===== src/rtl/instr_decode_pkg.sv =====
// instr_decode_pkg: shared formats, RV32I opcode constants and decoded-instruction struct.
package instr_decode_pkg;
  typedef enum logic [2:0] {
    FMT_R       = 3'd0,
    FMT_I       = 3'd1,
    FMT_S       = 3'd2,
    FMT_B       = 3'd3,
    FMT_U       = 3'd4,
    FMT_J       = 3'd5,
    FMT_ILLEGAL = 3'd6
  } fmt_e;
  localparam logic [6:0] OP_REG    = 7'b0110011;
  localparam logic [6:0] OP_IMM    = 7'b0010011;
  localparam logic [6:0] OP_LOAD   = 7'b0000011;
  localparam logic [6:0] OP_JALR   = 7'b1100111;
  localparam logic [6:0] OP_STORE  = 7'b0100011;
  localparam logic [6:0] OP_BRANCH = 7'b1100011;
  localparam logic [6:0] OP_LUI    = 7'b0110111;
  localparam logic [6:0] OP_AUIPC  = 7'b0010111;
  localparam logic [6:0] OP_JAL    = 7'b1101111;
  typedef struct packed {
    logic [6:0]  opcode;
    logic [2:0]  funct3;
    logic [6:0]  funct7;
    logic [4:0]  rs1;
    logic [4:0]  rs2;
    logic [4:0]  rd;
    logic [31:0] imm;
    fmt_e        fmt;
    logic        illegal;
    logic [31:0] pc;
  } dec_t;
  function automatic fmt_e op_fmt(input logic [6:0] op);
    return op == OP_REG ? FMT_R :
           (op == OP_IMM || op == OP_LOAD || op == OP_JALR) ? FMT_I :
           op == OP_STORE ? FMT_S :
           op == OP_BRANCH ? FMT_B :
           (op == OP_LUI || op == OP_AUIPC) ? FMT_U :
           op == OP_JAL ? FMT_J : FMT_ILLEGAL;
  endfunction
endpackage


===== src/rtl/instr_decode_fields.sv =====
// decode_fields: combinational RV32I field and immediate extraction.
module decode_fields
  import instr_decode_pkg::*;
(
  input  logic [31:0] instr,
  input  logic [31:0] pc,
  output dec_t        dec
);
  fmt_e        fmt;
  logic [31:0] imm;
  always_comb begin
    fmt = op_fmt(instr[6:0]);
    imm = fmt == FMT_I ? {{20{instr[31]}}, instr[31:20]} :
          fmt == FMT_S ? {{20{instr[31]}}, instr[31:25], instr[11:7]} :
          fmt == FMT_B ? {{19{instr[31]}}, instr[31], instr[7], instr[30:25], instr[11:8], 1'b0} :
          fmt == FMT_U ? {instr[31:12], 12'b0} :
          fmt == FMT_J ? {{11{instr[31]}}, instr[31], instr[19:12], instr[20], instr[30:21], 1'b0} :
          32'd0;
  end
  assign dec = '{
    opcode:  instr[6:0],
    funct3:  instr[14:12],
    funct7:  instr[31:25],
    rs1:     instr[19:15],
    rs2:     instr[24:20],
    rd:      instr[11:7],
    imm:     imm,
    fmt:     fmt,
    illegal: fmt == FMT_ILLEGAL,
    pc:      pc
  };
endmodule


===== src/rtl/instr_decode.sv =====
// instr_decode: RV32I decode stage with output + skid buffer and ready/valid handshakes.
// Optional DECODE_STATS_EN adds stat_decoded / stat_illegal transfer counters.
module instr_decode
  import instr_decode_pkg::*;
(
  input  logic        clk,
  input  logic        rst,
  input  logic        in_valid,
  output logic        in_ready,
  input  logic [31:0] in_instr,
  input  logic [31:0] in_pc,
  input  logic        flush,
  output logic        out_valid,
  input  logic        out_ready,
  output logic [6:0]  out_opcode,
  output logic [2:0]  out_funct3,
  output logic [6:0]  out_funct7,
  output logic [4:0]  out_rs1,
  output logic [4:0]  out_rs2,
  output logic [4:0]  out_rd,
  output logic [31:0] out_imm,
  output logic [2:0]  out_fmt,
  output logic        out_illegal,
  output logic [31:0] out_pc
`ifdef DECODE_STATS_EN
  ,
  output logic [31:0] stat_decoded,
  output logic [31:0] stat_illegal
`endif
);
  typedef enum logic [1:0] {EMPTY, ONE, FULL} state_e;
  state_e state, state_n;
  dec_t   dec, out_q, out_n, skid_q, skid_n;
  logic   ready_q, acc, xfer;
  decode_fields u_fields (.instr(in_instr), .pc(in_pc), .dec(dec));
  assign acc       = in_valid && ready_q;
  assign out_valid = state != EMPTY;
  assign xfer      = out_valid && out_ready;
  assign in_ready  = ready_q;
  always_comb begin
    state_n = state;
    out_n   = out_q;
    skid_n  = skid_q;
    if (flush)
      state_n = EMPTY;
    else
      case (state)
        EMPTY: if (acc) begin
          state_n = ONE;
          out_n   = dec;
        end
        ONE: if (acc && xfer)
          out_n = dec;
        else if (acc) begin
          state_n = FULL;
          skid_n  = dec;
        end else if (xfer)
          state_n = EMPTY;
        FULL: if (xfer) begin
          state_n = ONE;
          out_n   = skid_q;
        end
        default: state_n = EMPTY;
      endcase
  end
  // in_ready is registered from the next state so out_ready never reaches it combinationally
  always_ff @(posedge clk or posedge rst)
    if (rst) begin
      state   <= EMPTY;
      ready_q <= 1'b1;
      out_q   <= '0;
      skid_q  <= '0;
    end else begin
      state   <= state_n;
      ready_q <= state_n != FULL;
      out_q   <= out_n;
      skid_q  <= skid_n;
    end
`ifdef DECODE_STATS_EN
  always_ff @(posedge clk or posedge rst)
    if (rst) begin
      stat_decoded <= '0;
      stat_illegal <= '0;
    end else if (xfer && !flush) begin
      stat_decoded <= stat_decoded + 32'd1;
      stat_illegal <= stat_illegal + {31'd0, out_q.illegal};
    end
`endif
  assign out_opcode  = out_q.opcode;
  assign out_funct3  = out_q.funct3;
  assign out_funct7  = out_q.funct7;
  assign out_rs1     = out_q.rs1;
  assign out_rs2     = out_q.rs2;
  assign out_rd      = out_q.rd;
  assign out_imm     = out_q.imm;
  assign out_fmt     = out_q.fmt;
  assign out_illegal = out_q.illegal;
  assign out_pc      = out_q.pc;
endmodule


===== config.mk =====
export PLATFORM = sky130hd
export DESIGN_NAME = instr_decode
export DESIGN_NICKNAME = d
export VERILOG_FILES = /design/src/rtl/instr_decode_pkg.sv /design/src/rtl/instr_decode_fields.sv /design/src/rtl/instr_decode.sv
export SDC_FILE = /design/constraint.sdc
export NUM_CORES = 1
export LEC_CHECK = 0
export CAP_MARGIN = 0
export CORE_AREA = 5 5 204 166
export DETAILED_ROUTE_END_ITERATION = 12
export DIE_AREA = 0 0 209 171
export HOLD_SLACK_MARGIN = 0.06
export PLACE_DENSITY = 0.59
export REMOVE_ABC_BUFFERS = 1
export SLEW_MARGIN = 40
export SYNTH_ARGS = -nofsm -noshare
export SYNTH_HDL_FRONTEND = slang
export SYNTH_SLANG_ARGS = --single-unit

===== constraint.sdc =====
create_clock -name clk -period 16.2 [get_ports clk]
set_clock_uncertainty 0.15 [all_clocks]
set_input_delay 4.86 -clock clk [delete_from_list [all_inputs] [get_ports clk]]
set_output_delay 4.86 -clock clk [all_outputs]
set_load 0.005 [all_outputs]

# Word level (Yosys, flattened, before mapping)
# Index checks and enable logic that the tools add are counted.
totals:
  output_inout_bits: 102
  elab_cells: 78
  reg_bits: 203
classes:
  n_reduce_logical: 11
  muxes: 22
  eq_ne: 21
  bitwise_logic: 2
op_table:
  columns: ["operator", "count"]
  rows:
  - ["100-bit two-way mux", 3]
  - ["100-bit case mux with 3 select lines", 1]
  - ["32-bit two-way mux", 5]
  - ["7-bit by 6-bit == test with 1-bit output, second input constant", 3]
  - ["7-bit == test, second input constant", 3]
  - ["3-bit two-way mux", 5]
  - ["7-bit by 5-bit == test with 1-bit output, second input constant", 2]
  - ["2-bit two-way mux", 7]
  - ["3-bit == test, second input constant", 3]
  - ["2-bit inequality test, second input constant", 4]
  - ["7-bit by 2-bit == test with 1-bit output, second input constant", 1]
  - ["3-bit by 2-bit == test with 1-bit output, second input constant", 2]
  - ["2-bit case mux with 3 select lines", 1]
  - ["5-bit AND reduction", 1]
  - ["4-bit AND reduction", 1]
  - ["3-bit by 1-bit == test with 1-bit output, second input constant", 1]
  - ["1-bit logical AND", 3]
  - ["1-bit logical OR", 3]
  - ["3-bit nonzero test", 1]
  - ["2-bit by 1-bit == test with 1-bit output, second input constant", 1]
  - ["2-bit == test, second input constant", 1]
  - ["2-bit zero test", 1]
  - ["1-bit NOT", 2]
  - ["2-bit nonzero test", 1]

# Logic depth before layout (Yosys ltp)
# Gate-level depths: netlist of run 1.
depth:
  word_depth: 15
  ltp_mapped: 7

# By module
# A second synthesis of run 1 with hierarchy kept.
unflattened:
  hier_cells: 827
  area_unflattened_um2: 10073.4
modules_own_cells:
  columns: ["mod", "cells_per_inst", "n_inst", "seq_area_each_um2", "area_per_inst_um2"]
  rows:
  - ["instr_decode", 668, 1, 5081.1, 9003.6]
  - ["decode_fields", 159, 1, 0.0, 1069.8]

# Worst setup path after synthesis of run 1
# OpenSTA, ideal clock, no wires.
synth_path:
  path_kind: "input to register"
  startpoint: "input port flush"
  endpoint: "register out_q, in the netlist out_imm[20]"
  setup_ps: 127
  cell_stages: 6
  path_slack_ps: 9795
  arrival_time_ps: 6128
  n_path_buf: 3
  path_cell_list: "clkbuf_1 > or4_1 > clkbuf_1 > a21oi_1 > buf_2 > a211oi_1"
synth_between:
  elab_chain_cells: 2
synth_lines:
  columns: ["item", "line", "text"]
  rows:
  - ["from (decl)", "instr_decode.sv:12", "input logic flush,"]
  - ["1-bit NOT (no line)", null, null]
  - ["5-bit AND reduction (no line)", null, null]
  - ["to (signal assigned)", "instr_decode.sv:76", "out_q <= out_n;"]
  - ["to (decl)", "instr_decode.sv:33", "dec_t dec, out_q, out_n, skid_q, skid_n;"]
# Every way passes these cells.
# A chain may end at the register's enable or synchronous reset.

# Worst setup path in the final report of run 1
layout_path:
  startpoint: "input port in_valid"
  endpoint: "register out_q, in the netlist out_imm[21]"
layout_between:
  elab_chain_cells: 4
  word_cells_on_any_way: 5
  classes_between: "eq/ne: 2; reduce/logical: 3"
layout_lines:
  columns: ["item", "line", "text"]
  rows:
  - ["from (decl)", "instr_decode.sv:8", "input logic in_valid,"]
  - ["1-bit logical AND *", "instr_decode.sv:36", "assign acc = in_valid && ready_q;"]
  - ["1-bit logical AND", "instr_decode.sv:52", "ONE: if (acc && xfer)"]
  - ["2-bit inequality test (no line)", null, null]
  - ["5-bit AND reduction (no line) *", null, null]
# Mark *: on every way between the ends. The rest lies on a longest branch, timed or not.

==> summary.txt, run 1 <==
Outcome
  • Status: complete, no violations

Die
  • Placeable Area: 31900 um2
  • Rows: 59
  • Die area: ~36000 um2
  • Die Y-Extent: 171 um
  • IO Pins: 171
  • Initial Utilization: 27.4%
  • Die X: between 200 and 250 um

Final layout
  • FILL cells: approximately 3.3k
  • Layout cells sized above 1: 5.18%
  • Layout Cells excl Fill: 1586
  • ANT cells: 0
  • P&R area growth vs syn: 32.8%
  • Fin nets: 1215
  • Area of the multi-input gates: 3370 um2
  • Final core utilization: 36.4%
  • Design area: 11600 um2
  • Register area: between 5000 and 6000 um2

Worst hold path
  • Hold WC Path Type: flip-flop to flip-flop

Worst setup path
  • Slowest cell on the critical path: buf_4
  • WP depth: 8
  • Crit. End Element: flip-flop
  • End of the critical path: out_imm[21]
  • CP max stage delay: between 0.6 and 0.7 ns
  • Critical Path Start Type: input pin
  • Worst Reg-to-Reg Cells: 7
  • Crit Path Max Fanout: 98
  • Critical R2R Launch: in_ready
  • Buf+Inv Stages, Crit Path: 3
  • Kind of critical path: input pin to flip-flop
  • Worst R2R Setup Slack: 13.01 ns
  • FF-to-FF End: out_imm[21]
  • CP arrival: 7.74 ns
  • Worst setup path startpoint: in_valid
  • Worst path cell trace: clkdlybuf4s50_1, nand2_1, or3_1, a21oi_4, buf_6, buf_4, nor2_1, a211oi_1
  • WP data required: 16.47 ns
  • Critical path's top delay family: buffers and inverters

Place
  • Dpl hpwl: 16100 um
  • Area after DPL: between 10000 and 15000 um2
  • Placer's final routability congestion estimate: 0.758
  • Port bufs: between 150 and 200
  • Placed insts: 1547
  • Placement Setup Slack: 8.24 ns

STA
  • Setup TNS: 0 ns
  • Fin crit share: 46.2%
  • Slew Viols, Final: 0
  • RSZ-0062 raised after global routing: no
  • Slew HR: 47.5%
  • Period minus WS final: 7.48 ns
  • Tightest Pin Transition: 0.787 ns
  • Final hold vios: 0
  • Hold Slack: 0.321 ns
  • Worst setup margin: 8.72 ns
  • Achievable clock frequency: between 0.1 and 0.15 GHz
  • Final setup fails: 0

Synthesis
  • Area leader, netlist: dfrtp_1
  • Number of enable flip-flop cells after synthesis: 0
  • Post-synth top cells: nand2_1, dfrtp_1, nor2_1, a31oi_1, clkbuf_1
  • Yosys cell types: 44
  • Ys async rst share: between 90% and 100%
  • Post-synth top area share: 57.9%
  • Top FF cell, synth: dfrtp_1
  • Syn Inst Count: 1012
  • Mean Syn Cell Area: between 8 and 9 um2
  • Sequential area share after synthesis: between 50% and 60%
  • Syn. warnings: 0
  • Top-count cell post-synth: nand2_1
  • Mapped Area: 8730 um2
  • Top cells by area, synth: dfrtp_1, nand2_1, nor2_1
  • Synth Register Bits: 203

Power
  • Max VDD drop: between 0.06 and 0.07 mV
  • Pwr Total: 1.47 mW
  • Leak pwr: between 5 and 6 nW
  • Pwr/cell area: about 130 nW/um2

Global routing
  • Aggregate global-route resource usage: between 10 and 15%
  • Initial antenna violation count: 0
  • Vias in the first global route: 7266
  • Met3 Use GR: 3.45%
  • First-pass GRT wire length: about 42000 um
  • Met1 Use GR: 21.6%
  • Largest net degree at the start of global routing: 150
  • Most used routing layer: met1
  • GRT overflow: 0
  • GR Util met2: 21.2%

Routing
  • Drt first-iter violations: 380
  • Vias: around 7.4k
  • Routed Antenna Nets: 0
  • DRC viols: 0
  • Drt total wl: 26100 um
  • WL per Instance: between 15 and 20 um
  • Drt pass-1 iters: 5
  • Via-per-instance ratio: 4.64

Clocking
  • CTS max path bufs: 3
  • Clock Latency Late Sink: 0.51 ns
  • CTS root buf: clkbuf_16
  • CTS tree: done
  • Clock transition at path regs: 0.06 ns
  • CTS sink count: about 200
  • Post-CTS Resized: 0
  • Setup Buffers After CTS: 0
  • Post-CTS Hold Buffers: 0
  • Total CTS buffers: 24
  • Depth of the CTS H-tree: 1

Run
  • Max Cap Violations: 0
flip-flops by register name (all words and copies together) (netlist names), 2 cells and up:
name,count
out_opcode,7
state,2
out_rd,5
out_fmt,3
out_rs2,5
out_imm,32
out_pc,32
out_funct7,7
out_funct3,3
out_rs1,5
skid_q,100
cell type report:
type	instances	share of cell area, %
clock buffers	36	6.35
clock inverters	3	0.345
inverters	4	0.270
multi-input cells	732	29.0
flip-flops and latches	203	43.8
well taps	427	4.61
repair buffers	181	15.6
how the worst min path moves through the flow:
stage | to | slack (ns) | from | depth (start not counted)
after CTS | skid_q[47] | 0.32 | skid_q[47] | 2
final | skid_q[75] | 0.32 | skid_q[75] | 2
after global routing | skid_q[21] | 0.34 | skid_q[21] | 2
after floorplan | skid_q[47] | 0.29 | skid_q[47] | 2
after global placement | skid_q[47] | 0.30 | skid_q[47] | 2
after detailed placement | skid_q[47] | 0.31 | skid_q[47] | 2
logic make-up after synthesis:
kind of cell | count (synthesis) | share of synthesized area, %
XOR/XNOR | 1 | 0.100
buffers and inverters | 77 | 3.80
multiplexers | 1 | 0.129
flip-flops | 203 | 58.2
AO/OA/AOI/OAI | 170 | 12.1
AND/OR/NAND/NOR | 560 | 25.7
per-layer routing:
layer	share of wire [%]	vias to the layer above
met3	5.8	34
met4	1.6	0
met1	51	3532
li1	-	3613
met2	42	183
met5	0	-
cells in the final DEF, fill, tap and decap left out, types with 8 or more instances in the layout:
| master | Yosys | routed |
|---|---|---|
| a31oi_1 | 64 | 64 |
| a41oi_1 | 8 | 8 |
| o21ai_0 | 22 | 22 |
| nand3_1 | 35 | 35 |
| nor2_1 | 111 | 111 |
| nor3_1 | 11 | 11 |
| a21oi_1 | 40 | 40 |
| clkbuf_16 | 0 | 25 |
| dfrtp_1 | 202 | 202 |
| a211oi_1 | 12 | 12 |
| nand2_1 | 382 | 382 |
| clkdlybuf4s50_1 | 0 | 170 |
power breakdown:
part	leakage, nW	total (mW)	internal [mW]	switching [mW]
Sequential	2.47	0.673	0.613	0.0593
Clock	0.385	0.535	0.326	0.209
Combinational	2.21	0.265	0.143	0.123
Total	5.07	1.47	1.08	0.391
worst min-delay path: cells and delay by family (launching register included):
kind          cells  cell delay (ns)
flops             1             0.34
simple gates      2             0.10
(Power assumes the default switching activity.)
==> inputs of run 2 (changes only) <==
Settings changed: PLACE_DENSITY 0.59 to 0.61.
Clock period 16.2 ns to 6.06 ns, I/O delays scaled along.
==> summary.txt, run 2 (synthesized netlist as in run 1, its figures left out) <==
Clocking
  • Depth of the CTS H-tree: 1 (unchanged)
  • Clock Latency Late Sink: 0.53 ns (+0.02 ns)
  • CTS root buf: clkbuf_16
  • CTS tree: done
  • Clock transition at path regs: 0.06 ns (about the same)
  • Post-CTS Hold Buffers: 0 (unchanged)
  • Post-CTS Resized: 0 (unchanged)
  • Setup Buffers After CTS: 0 (unchanged)
  • CTS max path bufs: 3 (unchanged)
  • CTS sink count: 203 (unchanged)
  • Total CTS buffers: 24 (unchanged)

Final layout
  • Fin nets: 1219 (+0.33%)
  • Layout cells sized above 1: 5.99% (+0.82 points)
  • ANT cells: 0 (unchanged)
  • Most frequent cells in the layout: nand2_1, dfrtp_1, clkdlybuf4s50_1
  • Reg with most FFs: skid_q
  • Most common cell after layout, fill and taps aside: nand2_1
  • Layout Cells excl Fill: 1595 (+0.57%)
  • Number of flip-flops in the largest register: 100 (unchanged)
  • P&R area growth vs syn: 34.7%
  • Design area: 11800 um2 (+1.4%)
  • Final core utilization: 36.9% (+0.50 points)

Die
  • Placeable Area: 31900 um2 (unchanged)
  • IO Pins: 171 (unchanged)
  • Rows: 59 (unchanged)
  • Die area: 35700 um2 (unchanged)
  • Initial Utilization: 27.4% (unchanged)
  • Die Y-Extent: 171 um (unchanged)
  • Die X: 209 um (unchanged)

Power
  • Leak pwr: 5.14 nW (+1.3%)
  • Pwr/cell area: 350 nW/um2 (+180%)
  • Max VDD drop: 0.160 mV (+130%)

STA
  • Slew Viols, Final: 0 (unchanged)
  • Final setup fails: 0 (unchanged)
  • RSZ-0062 raised after global routing: no
  • Final hold vios: 0 (unchanged)
  • Worst setup margin: 1.88 ns (-6.85 ns)
  • Period minus WS final: around 4.2 ns
  • Tightest Pin Transition: 0.784 ns (-0.00268 ns)
  • Fin crit share: 69.0%
  • Slew HR: 47.7% (+0.18 points)
  • Achievable clock frequency: 0.239 GHz

Global routing
  • First-pass GRT wire length: 41600 um (-0.90%)
  • Largest net degree at the start of global routing: 122 (-19%)
  • Vias in the first global route: 7050 (-3.0%)
  • Aggregate global-route resource usage: 14.3% (about the same)
  • Initial antenna violation count: 0 (unchanged)
  • GRT overflow: 0 (unchanged)

Routing
  • Drt pass-1 iters: 5 (unchanged)
  • Vias: 7470 (+1.5%)
  • Drt first-iter violations: 447 (+18%)
  • WL per Instance: 16.6 um (+0.44%)
  • Drt total wl: 26400 um (+1.0%)
  • Routed Antenna Nets: 0 (unchanged)
  • Via-per-instance ratio: 4.68 (+0.89%)
  • DRC viols: 0 (unchanged)

Outcome
  • Status: complete, no violations

Place
  • Placer's final routability congestion estimate: 0.784 (+3.5%)
  • Area after DPL: 10800 um2 (+0.23%)
  • Dpl hpwl: 16800 um (+4.1%)
  • Placement Setup Slack: 1.30 ns (-6.94 ns)
  • Placed insts: 1549 (+0.13%)
  • Port bufs: 170 (unchanged)

Worst hold path
  • Hold WC Path Type: flip-flop to flip-flop

Worst setup path
  • Crit Path Max Fanout: 55 (-44%)
  • CP arrival: 4.39 ns (-3.35 ns)
  • Critical Path Start Type: input pin
  • WP data required: 6.27 ns (-10.20 ns)
  • Crit. End Element: flip-flop
  • Kind of critical path: input pin to flip-flop

Run
  • Max Cap Violations: 0 (unchanged)
==> run 2: cell count changes in the layout (fill, tap and decap cells not counted), sizes merged <==
cell and change:
buf +4, bufinv +5, clkbuf -5, clkinv +3
clkinvlp +1, inv +1
==> run 2: worst paths after layout <==
kind / from / endpoint / slack [ns] / cells after the start
max in group asynchronous: rst / out_pc[27] / 3.13 / 3
hold / removal: skid_q[7] / skid_q[7] / 0.32 / 2
min in group asynchronous: rst / out_pc[3] / 1.68 / 2
hold reg to reg: skid_q[7] / skid_q[7] / 0.32 / 2
setup / recovery: out_ready / skid_q[51] / 1.88 / 6
setup reg to reg: state[0] / skid_q[51] / 3.25 / 5
==> run 2: where the power goes <==
part / internal, mW / total, mW / switching, mW
sequential: 1.64 / 1.79 / 0.155
clock: 1.01 / 1.61 / 0.593
combinational: 0.387 / 0.721 / 0.333
==> run 2: layout make-up <==
cell class / count / area (um2)
Tap cell: 427 / 534
Multi-Input combinational cell: 732 / 3360
Timing Repair Buffer: 185 / 1870
Clock inverter: 13 / 233
Clock buffer: 31 / 647
Sequential cell: 203 / 5080
Fill cell: 3239 / 20100
Inverter: 4 / 27.5
==> run 2: worst max-delay path, cell delays in order <==
cell and delay [ns]:
clkdlybuf4s50_1 0.45, nand2b_1 0.24, or4_4 0.79, buf_4 0.43
nor2_1 0.51, a21oi_1 0.14
==> run 2: layer usage <==
layer	vias up	GRT usage, %	share of wire (%)
met3	37	3.30	6.1
met2	214	21.5	43
met4	0	3.15	2.3
met1	3576	21.3	48
met5	-	0	0
li1	3643	-	-
==> run 2: stage by stage <==
stage	setup TNS [ns]	power, mW	hold slack [ns]
after floorplan	-489.99	2.12	0.290
after global placement	0	2.53	0.304
after detailed placement	0	2.55	0.308
after CTS	0	4.19	0.322
after global routing	0	4.35	0.339
final	0	4.12	0.324
